`config.mk`:
```
export PLATFORM = sky130hd
export DESIGN_NAME = mem_arbiter
export DESIGN_NICKNAME = d
export VERILOG_FILES = /design/src/rtl/mem_arbiter.sv
export SDC_FILE = /design/constraint.sdc
export NUM_CORES = 1
export LEC_CHECK = 0
export BUFFER_PORTS_ARGS = -buffer_cell sky130_fd_sc_hd__buf_2
export CORE_MARGIN = 5
export CORE_UTILIZATION = 50
export CTS_CLUSTER_DIAMETER = 80
export CTS_CLUSTER_SIZE = 24
export DETAILED_ROUTE_END_ITERATION = 10
export GPL_TIMING_DRIVEN = 0
export PLACE_DENSITY = 0.85
export SLEW_MARGIN = 20
export SYNTH_ARGS = -nofsm -noshare
export SYNTH_HDL_FRONTEND = slang
export SYNTH_SLANG_ARGS = --single-unit
export TNS_END_PERCENT = 5
```
`constraint.sdc`:
```
create_clock -name clk -period 2.84 [get_ports clk]
set_clock_uncertainty 0.2 [all_clocks]
set_input_delay 0.426 -clock clk [delete_from_list [all_inputs] [get_ports clk]]
set_output_delay 0.426 -clock clk [all_outputs]
set_load 0.02 [all_outputs]
```
`src/rtl/mem_arbiter.sv`:
```
// mem_arbiter: shares the single-ported unified memory between instruction
// fetch and data (LW/SW) accesses. Fixed priority write > read > fetch, one
// access at a time, MEM_LAT cycles per access, then a one-cycle ready pulse.
module mem_arbiter #(
   parameter int MEM_LAT = 4,
   parameter int ADDR_W  = 16,
   parameter int DATA_W  = 16
) (
   input  logic              clk,
   input  logic              rst,
   input  logic              if_req,
   input  logic [ADDR_W-1:0] if_addr,
   output logic              if_rdy,
   output logic [DATA_W-1:0] if_data,
   input  logic              d_rd,
   input  logic              d_wr,
   input  logic [ADDR_W-1:0] d_addr,
   input  logic [DATA_W-1:0] d_wdata,
   output logic              d_rdy,
   output logic [DATA_W-1:0] d_rdata,
   output logic              stall_if,
   output logic              stall_mem,
   output logic [ADDR_W-1:0] m_addr,
   output logic              m_re,
   output logic              m_we,
   output logic [DATA_W-1:0] m_wdata,
   input  logic [DATA_W-1:0] m_rdata
);

   // Counter wide enough for the largest legal latency (15).
   localparam int               CNT_W    = 4;
   localparam logic [CNT_W-1:0] CNT_LAST = CNT_W'(MEM_LAT - 1);

   typedef enum logic [2:0] {
      S_IDLE,
      S_FETCH,
      S_DREAD,
      S_DWRITE,
      S_RESP
   } state_t;

   state_t           state;
   state_t           state_nxt;
   logic [CNT_W-1:0] cnt;
   logic             serve_fetch;  // owner of the current access / ready pulse
   logic             access_done;

   assign access_done = (cnt == CNT_LAST);

   // Stalls follow the requests directly so IF/MEM freeze in the request cycle.
   assign stall_if  = if_req & ~if_rdy;
   assign stall_mem = (d_rd | d_wr) & ~d_rdy;

   // State register.
   always_ff @(posedge clk) begin
      // NOTE: all sequential state uses non-blocking assignment so every
      // register samples pre-edge values regardless of block ordering.
      if (rst) state <= S_IDLE;
      else     state <= state_nxt;
   end

   // Next-state logic: fixed-priority grant in IDLE, fixed-length access.
   always_comb begin
      // NOTE: default first, so no path leaves state_nxt unassigned (no latch).
      state_nxt = state;
      case (state)
         S_IDLE: begin
            if (d_wr)        state_nxt = S_DWRITE;
            else if (d_rd)   state_nxt = S_DREAD;
            else if (if_req) state_nxt = S_FETCH;
         end
         S_FETCH, S_DREAD, S_DWRITE: begin
            if (access_done) state_nxt = S_RESP;
         end
         S_RESP:  state_nxt = S_IDLE;
         default: state_nxt = S_IDLE;
      endcase
   end

   // Output decode: enables during the access, ready pulse in RESP.
   always_comb begin
      m_re   = 1'b0;
      m_we   = 1'b0;
      if_rdy = 1'b0;
      d_rdy  = 1'b0;
      case (state)
         S_FETCH, S_DREAD: m_re = 1'b1;
         S_DWRITE:         m_we = 1'b1;
         S_RESP: begin
            if_rdy = serve_fetch;
            d_rdy  = ~serve_fetch;
         end
         default: ;
      endcase
   end

   // Datapath: latch address/data on grant, count the access, capture read data.
   always_ff @(posedge clk) begin
      // NOTE: the output registers are reset too, since a reset mid-access
      // must leave every externally visible value at zero.
      if (rst) begin
         cnt         <= '0;
         serve_fetch <= 1'b0;
         m_addr      <= '0;
         m_wdata     <= '0;
         if_data     <= '0;
         d_rdata     <= '0;
      end else begin
         case (state)
            S_IDLE: begin
               cnt <= '0;
               if (d_wr) begin
                  m_addr      <= d_addr;
                  m_wdata     <= d_wdata;
                  serve_fetch <= 1'b0;
               end else if (d_rd) begin
                  m_addr      <= d_addr;
                  serve_fetch <= 1'b0;
               end else if (if_req) begin
                  m_addr      <= if_addr;
                  serve_fetch <= 1'b1;
               end
            end
            S_FETCH: begin
               cnt <= cnt + 1'b1;
               if (access_done) if_data <= m_rdata;
            end
            S_DREAD: begin
               cnt <= cnt + 1'b1;
               if (access_done) d_rdata <= m_rdata;
            end
            S_DWRITE: cnt <= cnt + 1'b1;
            default: ;
         endcase
      end
   end

endmodule

```
## Yosys cells after proc, flatten, opt, wreduce, memory -nomap -nowiden

Index checks and enable logic that the tools add are counted.

| operators by class | value |
|---|---|
| eq/ne operators | 7 |
| add/subtract/negate cells | 1 |
| bitwise gates (word level) | 6 |
| reductions and logical operators | 10 |
| muxes and demuxes | 16 |

Operators by type and width:

| operator | number |
|---|---|
| 2-to-1 mux 16 bit | 3 |
| 2-to-1 mux 3 bit | 4 |
| AND reduction 2 bit | 5 |
| case mux 4 bit (2 select lines) | 1 |
| 2-to-1 mux 1 bit | 7 |
| equality test 3 x 2 -> 1 bit, second input constant | 2 |
| case mux 3 bit (2 select lines) | 1 |
| adder 4 x 1 -> 4 bit, second input constant | 1 |
| equality test 4 x 2 -> 1 bit, second input constant | 1 |
| inequality test 4 bit, second input constant | 1 |
| equality test 3 x 1 -> 1 bit, second input constant | 1 |
| equality test 3 bit, second input constant | 1 |
| logical NOT 3 bit | 1 |
| inverter 1 bit | 3 |
| nonzero test 3 bit | 1 |
| OR reduction 3 bit | 1 |
| AND 1 bit | 2 |
| inequality test 2 x 1 -> 1 bit, second input constant | 1 |
| nonzero test 2 bit | 1 |
| OR reduction 2 bit | 1 |
| OR 1 bit | 1 |

| storage, ports and cells | value |
|---|---|
| input bits | 69 |
| register bits after elaboration | 72 |
| logic and storage cells | 47 |
| output and inout port bits | 70 |

## Depth between registers and ports, before layout

Gate-level depths: netlist of run 1.

| depth | value |
|---|---|
| depth after elaboration | 4 |
| gate-level depth with buffers | 6 |
| mapped depth without buffers | 4 |

## Worst setup path after synthesis of run 1

OpenSTA, ideal clock, no wires.

| timing path | value |
|---|---|
| path kind | register to output |
| start point | register state[0] |
| end point | output stall_mem |
| slack | 0.615 ns |
| stages on the path, launching flop included | 4 |
| buffers on the path | 1 |
| arrival | 1.599 ns |
| required time | 2.214 ns |
| path through | dfxtp_1 buf_4 nor4b_1 nor2b_1 |

| on the way | value |
|---|---|
| cells in the longest elaborated chain, start to end | 4 |

RTL lines:

| item | RTL line | text |
|---|---|---|
| from (decl) | 42 | `state_t state;` |
| from (signal assigned) | 59 | `else state <= state_nxt;` |
| equality test 3 bit | 86 | `case (state)` |
| 2-to-1 mux 1 bit | 86 |  |
| named net d_rdy | 19 | `output logic d_rdy,` |
| inverter 1 bit | 52 | `assign stall_mem = (d_rd \| d_wr) & ~d_rdy;` |
| AND 1 bit | 52 |  |
| to (decl) | 22 | `output logic stall_mem,` |

The timed path passes the listed nets, and every way through them passes these cells.

## Worst setup path after layout of run 1

| timing path | value |
|---|---|
| start point | register state[0] |
| end point | output stall_mem |

| on the way | value |
|---|---|
| cells in the longest elaborated chain, start to end | 4 |

RTL lines:

| item | RTL line |
|---|---|
| equality test 3 bit | 86 |
| 2-to-1 mux 1 bit | 86 |
| inverter 1 bit | 52 |
| AND 1 bit | 52 |

No other way between the ends.

==> key figures, run 1 <==
Outcome
  • Status: finished clean

Worst setup path
  • CP required: between 2000 and 2500 ps
  • CP Depth: 4
  • Delay-heaviest family, CP: simple AND/OR/NAND/NOR gates
  • Reg-to-reg endpoint: d_rdata[3]
  • CP Launch Point: state[0]
  • R2R depth: 5
  • Crit. End Element: output pin
  • R2r setup slk: between 600 and 700 ps
  • WP buf/inv: 2
  • Worst reg2reg startpoint: cnt[0]
  • Crit path capture: stall_mem
  • Crit path max-delay cell type: nor4b_1
  • Setup CP Type: reg2out
  • CP Max Fanout: 10
  • CP cell instances: buf_4 -> nor4b_1 -> nor2b_1 -> buf_2
  • Setup crit start kind: flop
  • CP Data Arrival Time: 1600 ps
  • Worst path max stage delay: 490 ps

Placed design
  • RD Place Congestion: 0.815
  • Number of buffers added on ports: 137
  • Detailed placer's ending HPWL: 6330 microns
  • Cell area after placement: 3810 sq um

Power
  • Power per standard cell area: 597 nW/um^2
  • Final Power: 2.39 mW
  • Static leakage: 1.83 nW
  • Max IR drop VDD: 0.378 mV

Final layout
  • Final instance area: roughly 4000 sq um
  • Commonest non-fill, non-tap cells in the layout: buf_2, dfxtp_1, a21oi_1, nand2_1, nand3_1
  • FILL cells: 511
  • Area Growth Syn to Fin: 31.8%
  • Nets: approximately 560
  • Commonest non-fill, non-tap cell in the layout: buf_2
  • Ant. Diodes: 0
  • Share of cells above drive strength 1: 37.3%

GRT
  • Number of global-route vias before repair: approximately 3000
  • Largest net degree at the start of global routing: 12
  • First-pass GRT wire length: 13500 microns
  • Initial antenna violation count: 0
  • GRT Residual Overflow: 0
  • Gr usage total: 21.7%

Die
  • Die H: 87.9 microns
  • Number of top-level pins: 139
  • Rows: 28
  • Die Area: between 7000 and 8000 sq um
  • Die span in x: around 90 microns
  • Effective utilization at floorplan: 51.2%
  • Core Area: 5920 sq um

Clocking
  • Htree depth: 3
  • Worst-Skew Late Latency: 330 ps
  • Clock slew at reported path FFs: around 70 ps
  • Total clock sinks: 72
  • Post-CTS Setup Bufs: 0
  • CTS hold repair buffers: 0
  • TritonCTS clock tree: done
  • Root buffer cell: clkbuf_8
  • CTS Buf Count: 9
  • Clock buffer depth: 2
  • CTS resizes: 0

Route
  • DR iter-0 viols: 237
  • 1st-pass router iterations: 4
  • Vias/cell: ~5.4
  • Routed WL: roughly 8400 microns
  • Via count: between 3000 and 4000
  • Top layer in use: met4
  • Routed len/inst: 14.8 microns
  • Met2 wire len: 4000 microns
  • WL met3: 813 microns
  • Post-route ant nets: 0
  • DRC violations left: 0
  • Met1 WL: 3470 microns

STA
  • RSZ-0062 raised after global routing: false
  • Hold slack: 125 ps
  • Fin crit share: between 70% and 80%
  • Min cycle time layout: 2230 ps
  • Slew headroom: 52.4%
  • Final Hold Viols: 0
  • Worst slew pin tran: 712 ps
  • Max-slew violations: 0
  • Setup TNS: 0 ps
  • Setup violations, final: 0
  • Peak Freq: 449 MHz

Synth
  • Synth warn: 0
  • Distinct cells, synth: 39
  • #FFs+latches synth: 72
  • Number of synthesized flops with an enable pin: 0
  • Synthesized Nets: 409
  • Post-Syn Area per Cell: 8.95 sq um
  • Async set-or-reset flop fraction in the synthesized netlist: 0%
  • Mapped Area: 3030 sq um
  • Syn Inst Count: 339
  • Ys flop type: dfxtp_1
  • Post-synthesis sequential area ratio: 47.5%

Job
  • MaxCap Viol Count: 0

Worst hold path
  • Hold WC Path Type: in2reg
## flip-flops by register name, indices dropped and copies added (netlist names)
register / count
cnt: 4
d_rdata: 16
state: 3
m_wdata: 16
if_data: 16
m_addr: 16
serve_fetch: 1
## per-stage QoR
step / cells / util, % / setup slack [ps]
after floorplan: 339 / - / 615
after global placement: 551 / 64.4 / 657
after detailed placement: 551 / 64.4 / 649
after CTS: 566 / 67.6 / 600
after global routing: 566 / 67.6 / 503
final: 566 / 67.6 / 611
## worst min-delay path, stage by stage
cell and delay, ps:
buf_2 90, nand2_1 40, a21oi_1 50
## logic make-up (layout without fill, tap and decap cells)
family	count (synthesis)	count (layout)	share of synthesized area, %
AOI/OAI and AO/OA	118	118	22.6
muxes	16	16	5.28
buffers and inverters	34	186	6.02
and+or+nand+nor	94	94	17.0
DFF	72	72	47.5
xor gates and xnor gates	4	4	1.15
adders and majority gates	1	1	0.412
## where the power goes
group          total, mW  switching (mW)  internal, mW
logic              0.500           0.307         0.193
registers           1.10          0.0333          1.07
clock network      0.784           0.363         0.421
total               2.39           0.702          1.69
## cells in the mapped netlist, types with 3 or more instances
cell | n | area, sq um
buf_2 | 6 | 30.0
nor2b_1 | 3 | 18.8
buf_4 | 3 | 22.5
clkbuf_1 | 19 | 71.3
buf_6 | 3 | 33.8
o21ai_0 | 31 | 155
a21oi_1 | 67 | 335
dfxtp_1 | 72 | 1440
nor3_1 | 4 | 20.0
nand2_1 | 33 | 124
a211oi_2 | 10 | 125
or3b_1 | 3 | 26.3
nand3_1 | 32 | 160
a211oi_1 | 7 | 52.6
mux2i_1 | 16 | 160
## how the worst min path moves through the flow
stage | start | to | slack, ps | depth (start not counted)
global placement | m_wdata[14] | m_wdata[14] | 240 | 2
floorplan | cnt[1] | cnt[1] | 260 | 2
global route | d_wdata[14] | m_wdata[14] | 110 | 3
finish | d_wdata[5] | m_wdata[5] | 130 | 3
CTS | d_wdata[10] | m_wdata[10] | 110 | 3
detailed placement | m_wdata[10] | m_wdata[10] | 240 | 2
## area by class of cell
type,count,area [sq um],area share (%)
clock inverters,4,45.0,1.13
clock buffers,11,141,3.53
well taps,75,93.8,2.35
repair buffers,137,686,17.1
plain buffers,34,183,4.57
flip-flops and latches,72,1440,36.0
multi-input cells,233,1410,35.3
## per-layer routing
| layer | vias to the layer above | GRT usage [%] |
|---|---|---|
| li1 | 1503 | - |
| met1 | 1400 | 27.4 |
| met2 | 134 | 36.0 |
| met3 | 13 | 6.49 |
| met4 | 0 | 6.28 |
| met5 | - | 0 |
Note: power is estimated with default switching activity, not from simulation.
==> run 2: changes to the inputs <==
CORE_UTILIZATION = 42   (was 50)
PLACE_DENSITY = 0.76   (was 0.85)
clock period = 2 ns   (was 2.84 ns; I/O delays follow)
==> key figures, run 2 (synthesis gave the netlist of run 1 again) <==
Power
  • Static leakage: 1.92 nW
  • Max IR drop VDD: 0.518 mV
  • Final Power: 3.55 mW
  • Power per standard cell area: 832 nW/um^2

GRT
  • First-pass GRT wire length: roughly 14000 microns
  • Initial antenna violation count: 0
  • Largest net degree at the start of global routing: 13
  • Number of global-route vias before repair: 3045
  • GRT Residual Overflow: 0
  • Gr usage total: 19.3%

Worst setup path
  • Crit. End Element: output pin
  • R2R depth: 5
  • Setup crit start kind: input pin
  • CP required: 1500 ps
  • Setup CP Type: in2out
  • CP Data Arrival Time: ~1400 ps
  • CP Max Fanout: 10

Clocking
  • Clock slew at reported path FFs: about 70 ps
  • Htree depth: 3
  • Worst-Skew Late Latency: between 300 and 400 ps
  • Total clock sinks: 72
  • Root buffer cell: clkbuf_8
  • Clock buffer depth: 2
  • CTS Buf Count: 9
  • TritonCTS clock tree: done
  • Post-CTS Setup Bufs: 0

Route
  • 1st-pass router iterations: 4
  • DR iter-0 viols: around 90
  • WL met3: 720 microns
  • Post-route ant nets: 0
  • Routed WL: 8740 microns
  • Vias/cell: about 5.2
  • Met2 wire len: 4170 microns
  • Via count: roughly 3100
  • DRC violations left: 0
  • Met1 WL: 3700 microns
  • Top layer in use: met4
  • Routed len/inst: roughly 14 microns

Final layout
  • Fin util: 59.8%
  • FILL cells: about 670
  • Share of cells above drive strength 1: 38.3%
  • Commonest non-fill, non-tap cell in the layout: buf_2
  • Nets: 572
  • Area Growth Syn to Fin: 40.6%
  • Area of the multi-input gates: 1440 sq um
  • Commonest non-fill, non-tap cells in the layout: buf_2, dfxtp_1, a21oi_1, nand2_1, nand3_1
  • Seq. cell area: 1440 sq um

Die
  • Die span in x: 95.0 microns
  • Core Area: between 7000 and 8000 sq um
  • Number of top-level pins: ~140
  • Die H: 95.0 microns
  • Effective utilization at floorplan: 42.5%
  • Rows: 31
  • Die Area: ~9000 sq um

STA
  • Setup TNS: 0 ps
  • Peak Freq: 517 MHz
  • Final Hold Viols: 0
  • Hold slack: 23.3 ps
  • RSZ-0062 raised after global routing: true
  • Worst slew pin tran: 679 ps
  • Slew headroom: 54.8%
  • Max-slew violations: 0
  • Setup violations, final: 0
  • Min cycle time layout: 1940 ps
  • Fin crit share: a little over nine tenths

Worst hold path
  • Min-Delay Path Depth: 3
  • Hold WC Path Type: in2reg

Placed design
  • Number of buffers added on ports: 137
  • Detailed placer's ending HPWL: around 6400 microns
  • RD Place Congestion: 0.812

Job
  • MaxCap Viol Count: 0

Outcome
  • Status: finished clean
[run 2: cell count changes in the layout (fill, tap and decap cells not counted), moves of 2 or more]
cell           change
clkbuf_1           -5
dlygate4sd3_1     +16
buf_6              +2
clkbuf_2           +2
clkinv_2           -2
[run 2: through the flow]
| step | cell area, sq um | setup slack, ps | std cells |
|---|---|---|---|
| finish | 4270 | 64.2 | 607 |
| global route | 4260 | -4.37 | 606 |
| CTS | 4230 | 20.7 | 607 |
| detailed placement | 3850 | -54.5 | 575 |
| global placement | 3850 | 0.963 | 575 |
| floorplan | 3040 | 255 | 339 |
[run 2: layer usage]
metal | track usage (%) | vias to the layer above
li1 | - | 1540
met1 | 22.8 | 1462
met2 | 32.3 | 125
met3 | 5.58 | 12
met4 | 8.41 | 0
met5 | 0 | -
[run 2: report_power, final]
part	internal, mW	switching [mW]	total (mW)
sequential	1.52	0.0481	1.57
clock	0.703	0.527	1.23
combinational	0.302	0.447	0.749
total	2.53	1.02	3.55
[run 2: cell type report]
type | instances | area share, %
clock buffer | 11 | 3.08
antenna | 1 | 0.0587
clock inverter | 5 | 1.91
timing repair buffer | 153 | 19.9
sequential | 72 | 33.8
multi-input combinational | 233 | 33.8
buffer | 33 | 4.58
tap | 99 | 2.90
[run 2: final timing paths]
| kind | from | end | slack [ps] |
|---|---|---|---|
| worst max-delay path | d_wr | stall_mem | 60 |
| worst min-delay path | m_rdata[2] | if_data[2] | 20 |
| worst max register to register | cnt[0] | if_data[11] | 130 |
| worst min register to register | m_wdata[2] | m_wdata[2] | 260 |
[run 2: worst max-delay path, cell delays in order]
cell	delay, ps
buf_2	130
or2_2	270
buf_4	190
buf_2	220
nor2b_1	160
buf_2	160
[run 2: timing repair]
item | CTS | global route
gates resized for setup | 4 | 17
hold buffers | 16 | 0
hold endpoints to repair | 16 | 0
endpoints found under the setup margin | 24 | 32
==> run 3: changes to the inputs <==
CORE_ASPECT_RATIO = 1.5   (was default)
CORE_UTILIZATION = 47   (was 42)
PLACE_DENSITY = 0.8   (was 0.76)
clock period = 2.2 ns   (was 2 ns; I/O delays follow)
==> key figures, run 3 (synthesis gave the netlist of run 1 again) <==
Final layout
  • Final instance area: around 4000 sq um
  • Fin util: 63.1%
  • Share of cells above drive strength 1: 37.6%
  • Commonest non-fill, non-tap cells in the layout: buf_2, dfxtp_1, a21oi_1, nand2_1, nand3_1
  • Commonest non-fill, non-tap cell in the layout: buf_2
  • Area Growth Syn to Fin: 33.1%
  • Ant. Diodes: 0
  • Nets: approximately 560
  • Final non-filler cell total: ~570

Placed design
  • Detailed placer's ending HPWL: 6530 microns
  • RD Place Congestion: 0.829
  • Cell count after placement: 552
  • Cell area after placement: roughly 3800 sq um
  • Number of buffers added on ports: ~140

Worst setup path
  • Setup crit start kind: flop
  • CP Data Arrival Time: 1600 ps
  • CP Max Fanout: 10
  • Crit path max-delay cell type: dfxtp_1
  • Worst path max stage delay: roughly 330 ps
  • CP Launch Point: state[2]
  • Worst reg2reg startpoint: cnt[0]
  • Crit. End Element: output pin
  • Setup CP Type: reg2out
  • CP cell instances: buf_6 -> clkbuf_1 -> and3_1 -> nor2b_1 -> buf_2
  • CP required: 1670 ps

GRT
  • Initial antenna violation count: 0
  • GRT Residual Overflow: 0
  • First-pass GRT wire length: between 10000 and 15000 microns
  • Gr usage total: 21.6%
  • Largest net degree at the start of global routing: 12
  • Number of global-route vias before repair: 2996

Route
  • Routed len/inst: 15.2 microns
  • Via count: slightly above 3000
  • Post-route ant nets: 0
  • DR iter-0 viols: 163
  • Routed WL: 8650 microns
  • 1st-pass router iterations: 4
  • Vias/cell: 5.41
  • DRC violations left: 0

Die
  • Die span in x: 75.6 microns
  • Die Area: 8200 sq um
  • Number of top-level pins: 139
  • Effective utilization at floorplan: 47.4%
  • Rows: 36
  • Die H: between 100 and 150 microns
  • Core Area: around 6400 sq um

Worst hold path
  • Hold path start: d_wdata[0]
  • Hold WC Path Type: in2reg

Clocking
  • Worst-Skew Late Latency: 350 ps
  • Htree depth: 3
  • TritonCTS clock tree: done
  • Clock buffer depth: 2
  • CTS Buf Count: 9
  • Clock slew at reported path FFs: approximately 80 ps
  • Total clock sinks: 72
  • Post-CTS Setup Bufs: 0
  • Root buffer cell: clkbuf_8

Job
  • MaxCap Viol Count: 0

STA
  • Slew headroom: 55.9%
  • Worst slew pin tran: 662 ps
  • Fin crit share: 96.7%
  • Setup TNS: 0 ps
  • Max-slew violations: 0
  • Final Hold Viols: 0
  • RSZ-0062 raised after global routing: true
  • Setup violations, final: 0
  • Peak Freq: around 470 MHz
  • Min cycle time layout: 2130 ps

Power
  • Static leakage: approximately 1.8 nW
  • Max IR drop VDD: around 0.45 mV
  • Power per standard cell area: 794 nW/um^2

Outcome
  • Status: finished clean
==> run 3: power breakdown <==
part           total (mW)  internal (mW)  switching (mW)
Sequential           1.43           1.38          0.0428
Combinational       0.649          0.250           0.400
Clock                1.13          0.647           0.486
==> run 3: critical path, delay by kind of cell, from the launching register on <==
family | cells | cell delay, ps
DFF | 1 | 330
buffers and inverters | 3 | 600
and+or+nand+nor | 2 | 300
==> run 3: final timing paths <==
path	endpoint	slack, ps	cells after the start
worst max-delay path	stall_if	70	5
worst min-delay path	m_wdata[0]	10	3
worst max register to register	if_data[14]	170	6
worst min register to register	m_wdata[11]	250	2
==> run 3: layout make-up <==
type,count,area (sq um)
flip-flops and latches,72,1440
fillers,556,2360
clock buffers,14,183
well taps,76,95.1
multi-input cells,233,1420
clock inverters,2,35.0
repair buffers,137,686
plain buffers,34,183
==> run 3: routing by layer <==
layer / vias to the layer above / GRT usage, % / wire length, microns
li1: 1504 / - / -
met1: 1451 / 24.2 / 3260
met2: 103 / 37.4 / 4550
met3: 16 / 4.00 / 626
met4: 0 / 11.4 / 218
met5: - / 0 / 0
==> run 3: through the flow <==
stage / hold slack, ps / total power [mW] / setup slack [ps]
global route: 12.8 / 3.35 / -43.5
finish: 11.3 / 3.21 / 73.4
detailed placement: 243 / 2.10 / 163
floorplan: 258 / 1.88 / 71.1
CTS: 3.81 / 3.22 / 70.1
global placement: 241 / 2.09 / 213
==> run 3: timing repair <==
| item | CTS | global route |
|---|---|---|
| gates resized for setup | 0 | 1 |
| setup endpoints to repair | 0 | 31 |
| hold buffers | 0 | 0 |
